`src/rtl/uart_fifo_transceiver.sv`:
```
// uart_fifo_transceiver: FIFO-buffered UART with 16x oversampled RX, parity/stop options, sticky errors and loopback
module uart_fifo_sync_fifo #(
  parameter int W = 8,
  parameter int DEPTH = 16
) (
  input  logic         clk,
  input  logic         rst,
  input  logic         push,
  input  logic         pop,
  input  logic [W-1:0] wdata,
  output logic [W-1:0] rdata,
  output logic         full,
  output logic         empty
);
  localparam int AW = $clog2(DEPTH);
  logic [W-1:0] mem [DEPTH];
  logic [AW:0] wp, rp;
  logic do_push, do_pop;
  assign empty = wp == rp;
  assign full = (wp[AW] != rp[AW]) && (wp[AW-1:0] == rp[AW-1:0]);
  // a pop frees the slot in the same cycle, so a full FIFO may still take a push
  assign do_push = push & (~full | pop);
  assign do_pop = pop & ~empty;
  assign rdata = mem[rp[AW-1:0]];
  always_ff @(posedge clk or negedge rst) begin
    if (!rst) begin
      wp <= '0;
      rp <= '0;
    end else begin
      if (do_push) wp <= wp + 1'b1;
      if (do_pop) rp <= rp + 1'b1;
    end
  end
  always_ff @(posedge clk) if (do_push) mem[wp[AW-1:0]] <= wdata;
endmodule

module uart_fifo_transceiver #(
  parameter int DATA_W = 8,
  parameter int FIFO_DEPTH = 16,
  parameter int DIV_W = 16
) (
  input  logic              clk,
  input  logic              rst,
  input  logic [DIV_W-1:0]  baud_div,
  input  logic              cfg_parity_en,
  input  logic              cfg_parity_odd,
  input  logic              cfg_stop2,
  input  logic              cfg_loopback,
  input  logic [DATA_W-1:0] tx_data,
  input  logic              tx_valid,
  output logic              tx_ready,
  output logic [DATA_W-1:0] rx_data,
  output logic              rx_valid,
  input  logic              rx_ready,
  output logic              serial_tx,
  input  logic              serial_rx,
  output logic              tx_busy,
  output logic              rx_busy,
  input  logic              err_clr,
  output logic              parity_err,
  output logic              framing_err,
  output logic              overrun_err
);
  localparam logic [3:0] LAST = 4'(DATA_W - 1);
  typedef enum logic [2:0] {T_IDLE, T_START, T_DATA, T_PAR, T_STOP1, T_STOP2} tx_state_t;
  typedef enum logic [2:0] {R_IDLE, R_START, R_DATA, R_PAR, R_STOP} rx_state_t;
  tx_state_t tx_state, tx_next;
  rx_state_t rx_state, rx_next;
  logic [DIV_W-1:0] div_cnt;
  logic tick;
  logic [DATA_W-1:0] tx_head, tx_sh, rx_sh, rx_head;
  logic tx_full, tx_empty, tx_pop, tx_line, tx_done, tx_par, tx_par_en, tx_stop2;
  logic [3:0] tx_cnt, tx_bit, rx_cnt, rx_bit;
  logic rx_full, rx_empty, rx_pop, rx_push, rx_done, rx_mid, rx_s, rx_fall, rx_par_bad;
  logic [2:0] rx_sr;
  logic set_pe, set_fe, set_oe;
  assign tick = div_cnt == baud_div;
  always_ff @(posedge clk or negedge rst) begin
    if (!rst) div_cnt <= '0;
    else div_cnt <= tick ? '0 : div_cnt + 1'b1;
  end
  uart_fifo_sync_fifo #(.W(DATA_W), .DEPTH(FIFO_DEPTH)) u_tx_fifo (
    .clk(clk), .rst(rst), .push(tx_valid & tx_ready), .pop(tx_pop), .wdata(tx_data),
    .rdata(tx_head), .full(tx_full), .empty(tx_empty)
  );
  assign tx_ready = ~tx_full;
  assign tx_busy = tx_state != T_IDLE;
  assign tx_done = tick && tx_cnt == 4'd15;
  assign serial_tx = cfg_loopback | tx_line;
  always_comb begin
    tx_next = tx_state;
    tx_pop = 1'b0;
    tx_line = 1'b1;
    case (tx_state)
      T_IDLE: begin
        tx_pop = ~tx_empty;
        tx_next = tx_empty ? T_IDLE : T_START;
      end
      T_START: begin
        tx_line = 1'b0;
        if (tx_done) tx_next = T_DATA;
      end
      T_DATA: begin
        tx_line = tx_sh[0];
        if (tx_done && tx_bit == LAST) tx_next = tx_par_en ? T_PAR : T_STOP1;
      end
      T_PAR: begin
        tx_line = tx_par;
        if (tx_done) tx_next = T_STOP1;
      end
      T_STOP1, T_STOP2: if (tx_done) begin
        // the last stop bit re-pops directly so back-to-back frames have no idle gap
        if (tx_state == T_STOP1 && tx_stop2) tx_next = T_STOP2;
        else begin
          tx_pop = ~tx_empty;
          tx_next = tx_empty ? T_IDLE : T_START;
        end
      end
      default: tx_next = T_IDLE;
    endcase
  end
  always_ff @(posedge clk or negedge rst) begin
    if (!rst) begin
      tx_state <= T_IDLE;
      tx_cnt <= '0;
      tx_bit <= '0;
      tx_sh <= '0;
      tx_par <= 1'b0;
      tx_par_en <= 1'b0;
      tx_stop2 <= 1'b0;
    end else begin
      tx_state <= tx_next;
      if (tx_pop) begin
        tx_sh <= tx_head;
        tx_par <= ^tx_head ^ cfg_parity_odd;
        tx_par_en <= cfg_parity_en;
        tx_stop2 <= cfg_stop2;
        tx_cnt <= '0;
        tx_bit <= '0;
      end else if (tick) begin
        tx_cnt <= tx_cnt + 4'd1;
        if (tx_done && tx_state == T_DATA) begin
          tx_sh <= tx_sh >> 1;
          tx_bit <= tx_bit + 4'd1;
        end
      end
    end
  end
  // two synchronizer stages plus one history stage for falling-edge detection
  always_ff @(posedge clk or negedge rst) begin
    if (!rst) rx_sr <= 3'b111;
    else rx_sr <= {rx_sr[1:0], cfg_loopback ? tx_line : serial_rx};
  end
  assign rx_s = rx_sr[1];
  assign rx_fall = rx_sr[2] & ~rx_sr[1];
  assign rx_done = tick && rx_cnt == 4'd15;
  assign rx_mid = tick && rx_cnt == 4'd7;
  assign rx_busy = rx_state != R_IDLE;
  assign rx_valid = ~rx_empty;
  assign rx_pop = rx_valid & rx_ready;
  assign rx_data = rx_empty ? '0 : rx_head;
  uart_fifo_sync_fifo #(.W(DATA_W), .DEPTH(FIFO_DEPTH)) u_rx_fifo (
    .clk(clk), .rst(rst), .push(rx_push), .pop(rx_pop), .wdata(rx_sh),
    .rdata(rx_head), .full(rx_full), .empty(rx_empty)
  );
  always_comb begin
    rx_next = rx_state;
    rx_push = 1'b0;
    set_pe = 1'b0;
    set_fe = 1'b0;
    set_oe = 1'b0;
    case (rx_state)
      R_IDLE: if (rx_fall) rx_next = R_START;
      R_START: if (rx_mid) rx_next = rx_s ? R_IDLE : R_DATA;
      R_DATA: if (rx_done && rx_bit == LAST) rx_next = cfg_parity_en ? R_PAR : R_STOP;
      R_PAR: if (rx_done) rx_next = R_STOP;
      R_STOP: if (rx_done) begin
        rx_next = R_IDLE;
        set_fe = ~rx_s;
        set_oe = rx_s & rx_full & ~rx_pop;
        rx_push = rx_s & (~rx_full | rx_pop);
        set_pe = rx_push & rx_par_bad;
      end
      default: rx_next = R_IDLE;
    endcase
  end
  always_ff @(posedge clk or negedge rst) begin
    if (!rst) begin
      rx_state <= R_IDLE;
      rx_cnt <= '0;
      rx_bit <= '0;
      rx_sh <= '0;
      rx_par_bad <= 1'b0;
    end else begin
      rx_state <= rx_next;
      if (rx_state == R_IDLE) begin
        rx_cnt <= '0;
        rx_bit <= '0;
        rx_par_bad <= 1'b0;
      end else if (tick) begin
        rx_cnt <= (rx_state == R_START && rx_cnt == 4'd7) ? 4'd0 : rx_cnt + 4'd1;
        if (rx_done && rx_state == R_DATA) begin
          rx_sh <= {rx_s, rx_sh[DATA_W-1:1]};
          rx_bit <= rx_bit + 4'd1;
        end
        if (rx_done && rx_state == R_PAR) rx_par_bad <= rx_s ^ (^rx_sh) ^ cfg_parity_odd;
      end
    end
  end
  always_ff @(posedge clk or negedge rst) begin
    if (!rst) begin
      parity_err <= 1'b0;
      framing_err <= 1'b0;
      overrun_err <= 1'b0;
    end else begin
      parity_err <= set_pe | (parity_err & ~err_clr);
      framing_err <= set_fe | (framing_err & ~err_clr);
      overrun_err <= set_oe | (overrun_err & ~err_clr);
    end
  end
endmodule

```
`config.mk`:
```
export PLATFORM = sky130hd
export DESIGN_NAME = uart_fifo_transceiver
export DESIGN_NICKNAME = d
export VERILOG_FILES = /design/src/rtl/uart_fifo_transceiver.sv
export SDC_FILE = /design/constraint.sdc
export NUM_CORES = 1
export LEC_CHECK = 0
export CORE_MARGIN = 3
export CORE_UTILIZATION = 45
export DETAILED_ROUTE_END_ITERATION = 7
export PLACE_DENSITY = 0.59
export RECOVER_POWER = 100
export SYNTH_ARGS = -nofsm -noshare
export SYNTH_HDL_FRONTEND = slang
export SYNTH_SLANG_ARGS = --single-unit
export TNS_END_PERCENT = 1
```
`constraint.sdc`:
```
create_clock -name clk -period 4.1 [get_ports clk]
set_clock_uncertainty 0.2 [all_clocks]
set_input_delay 0.41 -clock clk [delete_from_list [all_inputs] [get_ports clk]]
set_output_delay 0.41 -clock clk [all_outputs]
set_load 0.05 [all_outputs]
```
# Word level (Yosys, flattened, before mapping)
# Memories as Yosys holds them, arrays and structs flattened.
# Index checks and enable logic that the tools add are counted.
# word_totals
ff_bits	84
mem_bits_ro	0
ramBits	256
latchBits	0
output_inout_bits	16
n_memories	2
# classes
n_bitwise	31
n_mul	0
n_reduce_logical	30
n_lt_le_gt_ge	0
addsub	9
n_eq_ne	30
mux	52
div	0
shifts	0
# memory_table
memory	depth	word_bits	rd	rd_clocked_by_memory_dff	write_ports	line_no	text
u_rx_fifo.mem	16	8	1	0	1	16	logic [W-1:0] mem [DEPTH];
u_tx_fifo.mem	16	8	1	0	1	16	
# ops
operator	n
$mux 4	11
$mux 3	12
$mux 8	4
$pmux 3 s5	2
$add 5x1->5 const B	4
$mux 1	19
$ne 2x2->1 const B	9
$add 16x1->16 const B	1
$add 4x1->4 const B	4
$eq 16x16->1	1
$mux 16	1
$reduce_xor 8->1	2
$and 1x1->1	14
$eq 3x2->1 const B	4
$eq 4x3->1 const B	3
$logic_and 1x1->1	12
$eq 5x5->1	2
$reduce_bool 2->1	5
$eq 3x3->1 const B	3
$eq 4x4->1	2
$eq 4x4->1 const B	2
$not 1->1	8
$eq 3x1->1 const B	2
$logic_not 3->1	2
other kinds (12)	23

# Depth between registers and ports, before layout
# logic_depth
ltp_word	10
ltp_mapped	10
ltp_nobuf	8

# Modules after synthesis
# A second synthesis with hierarchy kept.
# hier_totals
hier_cells	955
area_unflattened_um2	14734.1
# modules_own_cells
module	seq_area_each_um2	instances	area_each_um2	cells_each
uart_fifo_sync_fifo (u_tx_fifo)	4093.9	1	5671.7	313
uart_fifo_sync_fifo (u_rx_fifo)	4093.9	1	5645.4	288
uart_fifo_transceiver	1605.3	1	3417.0	354

# Least setup slack after synthesis
# Ideal clock, no wire load.
# synth_path
path_type	reg-to-reg
from	register u_tx_fifo.rp[1]
to	memory u_tx_fifo.mem[3][0], enable pin
synth_period_minus_slack_ns	3.000
t_arrival_ns	2.417
slack_ns	1.100
stages_incl_launch_ff	10
path_cell_list	dfrtp_1 -> buf_4 -> buf_4 -> xor2_1 -> nor4_1 -> nand2_1 -> and2_1 -> buf_2 -> nand2_1 -> nor3_1
# synth_between
word_cells_on_any_way	13
cone_classes	eq/ne: 2; mux: 5; bitwise: 5; reduce/logical: 1
# synth_rtl
element	line_no	text
from (decl)	17	logic [AW:0] wp, rp;
from (signal assigned)	31	if (do_pop) rp <= rp + 1'b1;
$eq 4x4->1 *	20	assign full = (wp[AW] != rp[AW]) && (wp[AW-1:0] == rp[AW-1:0]);
$logic_and 1x1->1 *	20	
$not 1->1 *	86	assign tx_ready = ~tx_full;
net tx_ready	51	output logic tx_ready,
$and 1x1->1 / $or 1x1->1 (equally long branches)	83, 22	
$and 1x1->1 *	22	assign do_push = push & (~full | pop);
$mux 1 *	34	always_ff @(posedge clk) if (do_push) mem[wp[AW-1:0]] <= wdata;
$mux 1 (not written as such) *	34	
to (decl)	16	
# Mark *: on every way through the listed nets, which the timed path passes. The rest lies on a longest branch.

# Worst setup path in the final report
# layout_path
from	register u_rx_fifo.rp[0]
to	output port rx_data[1]
# layout_between
elab_chain_cells	2
word_cells_on_any_way	3
cone_classes	eq/ne: 1; mux: 1; memory: 1
# layout_lines
element	line_no	text
from (decl)	17	
from (signal assigned)	31	
$mem_v2 16x8 / $eq 5x5->1 (equally long branches)	-	
$mux 8 *	161	assign rx_data = rx_empty ? '0 : rx_head;
to (decl)	52	output logic [DATA_W-1:0] rx_data,
# Every way passes the cells marked *; elsewhere a longest branch is shown, timed or not.

==> flow_metrics.py <==
metrics = {
    "route": {
        "wl_met2_microns": 13700,
        "drt-vias-per-instance": 5.40,
        "top_layer": "met4",
        "routedWlPerCell_microns": 20.3,
        "drcViolationCount": 0,
        "drt-met1-wl_microns": 13500,
        "wl_met3_microns": 1370,
        "drt_pass1_iterations": 4,
        "drt_wl_total_microns": 29200,
        "drt_iter0_drc": 533,
        "num_vias": 7744,
        "ant_nets": 0,
    },
    "clocking": {
        "cts_root_buffer": "clkbuf_16",
        "clk_latency_ns": 0.51,
        "cts_tree": "done",
        "cts_resized": 0,
        "ctsLongestPathBuffers": 3,
        "cts_sinks": 340,
        "cts_setup_buffers": 0,
        "clk_pin_slew_ns": 0.06,
        "htreeDepth": 2,
        "cts_buffers": 37,
    },
    "global_route": {
        "grt_pass1_wl_microns": 47000,
        "grt_max_degree": 72,
        "antenna_found_initial": 0,
        "grt_pass1_vias": 8011,
        "grt.overflow.total": 0,
        "grt_usage_pct": 17.1,
    },
    "synthesis": {
        "synthFlopType": "edfxtp_1",
        "ys_types": 60,
        "synthAdderAreaFrac_pct": 1.28,
        "synth_simple_gate_area_share_pct": 7.23,
        "synth_nets": 934,
        "syn_inst": 885,
        "synth_seq_cells": 340,
        "synth_edf_count": 256,
        "synth_top_family_by_area": "multiplexers",
        "synth-xor-area-share_pct": 5.75,
        "synthMuxAreaShare_pct": 14.7,
        "syn-cell-area_sq_mm": 0.0147,
        "ys_async_sr_fraction_pct": 24.7,
        "synth_compound_area_share_pct": 2.45,
        "avgSynthCellArea_sq_um": 16.6,
        "yosysWarnings": 0,
        "synth_seq_area_share_pct": 66.6,
    },
    "sta": {
        "worstMarginPinSlew_ns": 1.81,
        "post-route-period-util_pct": 95.9,
        "setup_viol": 0,
        "drv_slew": 72,
        "whs_ns": 0.196,
        "setup-tns-final_ns": 0,
        "min_period_ns": 3.93,
        "relSlewSlack_pct": -20.9,
        "rsz0062_at_grt": "no",
        "hold_violations": 0,
        "max_freq_ghz": 0.254,
    },
    "worst_setup_path": {
        "endpoint": "rx_data[1]",
        "reg2reg_slack_ns": 0.45,
        "r2r_cells": 6,
        "path_delay_family": "buffers and inverters",
        "startpoint_type": "flop",
        "cp_max_fo": 14,
        "crit_top_cell": "mux4_2",
        "critPathLaunch": "u_rx_fifo.rp[0]",
        "cp_data_arrival_time_ns": 3.32,
        "critPathBufInv": 3,
        "slowest_delay_ns": 0.72,
        "reg2reg_to": "u_rx_fifo.mem[15][5]",
        "setup.worst_path.class": "flop to primary output",
        "cpMaxStageDelayCell": "clkdlybuf4s50_1",
        "path_cells": "buf_12, buf_4, mux4_2, mux4_2, nor2b_1, clkdlybuf4s50_1",
        "cp.required_ns": 3.49,
        "cp-end-kind": "primary output",
        "path_depth": 6,
        "reg2reg_from": "div_cnt[7]",
    },
    "placement": {
        "placed_cells": 1368,
        "gp_congestion": 0.777,
        "hpwlAfterDp_microns": 19400,
        "numPortBuffers": 49,
    },
    "die": {
        "initial_core_util_pct": 46.1,
        "chipWidth_microns": 187,
        "die-area_sq_mm": 0.0349,
        "rows": 65,
        "ios": 50,
        "die_y_microns": 187,
        "core-area_sq_mm": 0.0319,
    },
    "power_and_ir_drop": {
        "leakage_nw": 6.25,
        "p_per_area_mw_per_mm2": 496,
        "power_w": 0.00839,
        "vdd_drop_max_mv": 0.262,
    },
    "layout": {
        "area_growth_pct": 15.0,
        "num_antenna_cells": 0,
        "fin_util_pct": 53.0,
        "layout.nets": 1022,
        "final_layout_size_suffix_gt1_share_pct": 16.4,
        "finalNonFillerCells": 1433,
    },
    "min_path": {
        "hp-start": "rx_sr[0]",
        "hp-class": "flop to flop",
    },
    "job": {
        "cap_violations": 1,
    },
    "status": {
        "violations": "capacitance limit, slew limit",
        "status": "complete, but fails checks",
    },
}
==> per-layer routing <==
layer  global-route usage, %  vias up
li1                        -     3566
met1                    25.6     3943
met2                    26.7      190
met3                    2.71       45
met4                    4.27        0
met5                       0        -
==> sequential cells by signal, summed over array words and instances (netlist names), 3 cells and up <==
| signal | count |
|---|---|
| tx_bit | 4 |
| tx_state | 3 |
| u_rx_fifo.rp | 5 |
| rx_cnt | 4 |
| u_tx_fifo.wp | 5 |
| tx_sh | 8 |
| rx_state | 3 |
| u_rx_fifo.wp | 5 |
| rx_sh | 8 |
| rx_bit | 4 |
| u_rx_fifo.mem | 128 |
| u_tx_fifo.rp | 5 |
| tx_cnt | 4 |
| div_cnt | 16 |
| rx_sr | 3 |
| u_tx_fifo.mem | 128 |
==> through the flow <==
stage               setup slack (ns)  instance area [sq um]
floorplan                       1.10                  14700
global placement               0.687                  15900
detailed placement             0.587                  15900
CTS                            0.148                  17000
global route                  0.0543                  16900
finish                         0.168                  16900
==> layout make-up <==
type	count	area [sq um]
fill	2666	15000
sequential	340	9800
multi-input combinational	486	4590
clock buffer	46	990
timing repair buffer	91	743
tap	435	544
clock inverter	18	171
inverter	17	63.8
==> cell families after synthesis <==
| logic type | count (synthesis) |
|---|---|
| adders and majority gates | 15 |
| and+or+nand+nor | 206 |
| muxes | 112 |
| xor gates and xnor gates | 94 |
| DFF | 340 |
| AOI/OAI and AO/OA | 59 |
| buffers and inverters | 59 |
==> how the worst min path moves through the flow <==
stage / end / depth (start not counted)
2_1_floorplan: div_cnt[0] / 0
3_3_place_gp: rx_sr[1] / 0
3_5_place_dp: rx_sr[1] / 0
4_1_cts: rx_sr[1] / 0
5_1_grt: rx_sr[1] / 0
6_report: rx_sr[1] / 0
==> power breakdown <==
part,switching [W],internal [W],total (W),leakage [nW]
Clock,0.00129,0.00190,0.00319,0.568
Sequential,0.000225,0.00391,0.00413,3.72
Combinational,0.000567,0.000493,0.00106,1.96
Total,0.00209,0.00630,0.00839,6.25
==> Yosys cell counts, types with 3 or more instances <==
cell	number	area share (%)
edfxtp_1	256	52
dfrtp_1	81	14
mux4_2	67	10
nor2_1	57	1.5
xor2_1	56	3.3
nand2_1	43	1.1
xnor2_1	36	2.1
mux2i_1	18	1.2
nor2b_1	18	0.77
a21oi_1	17	0.58
inv_1	17	0.43
o21ai_0	17	0.58
clkbuf_1	15	0.38
ha_1	15	1.3
nand4_1	15	0.64
buf_2	14	0.48
mux2_2	14	1.1
nand3_1	14	0.48
nor3_1	13	0.44
mux4_1	11	2.0
or3_1	10	0.43
nand2b_1	8	0.34
buf_1	7	0.18
and3_1	6	0.26
a22oi_1	5	0.26
a211oi_1	4	0.20
a31oi_1	3	0.13
and2_1	3	0.13
buf_6	3	0.23
dfstp_2	3	0.54
nor4_1	3	0.13
o21ai_1	3	0.10
==> placed cells by master (no fill, tap or decap), types with 12 or more instances in the layout <==
cell type and instances:
nor3_1 15, ha_1 15, dlygate4sd3_1 17, clkbuf_16 37, inv_1 17, clkdlybuf4s50_1 32, nand3_1 14, nand2_1 45
dfrtp_1 79, buf_4 12, xnor2_1 36, mux2i_1 18, nor2b_1 18, clkbuf_1 32, o21ai_0 20, edfxtp_1 256
mux4_2 67, xor2_1 56, a21oi_1 18, nor2_1 58, mux2_2 14, nand4_1 15
==> timing repair <==
item / in CTS / in global routing
hold endpoints to repair: 68 / 0
setup endpoints to repair: 0 / 0
hold buffers: 1 / 0
No activity file was read; power rests on OpenSTA's default activity.
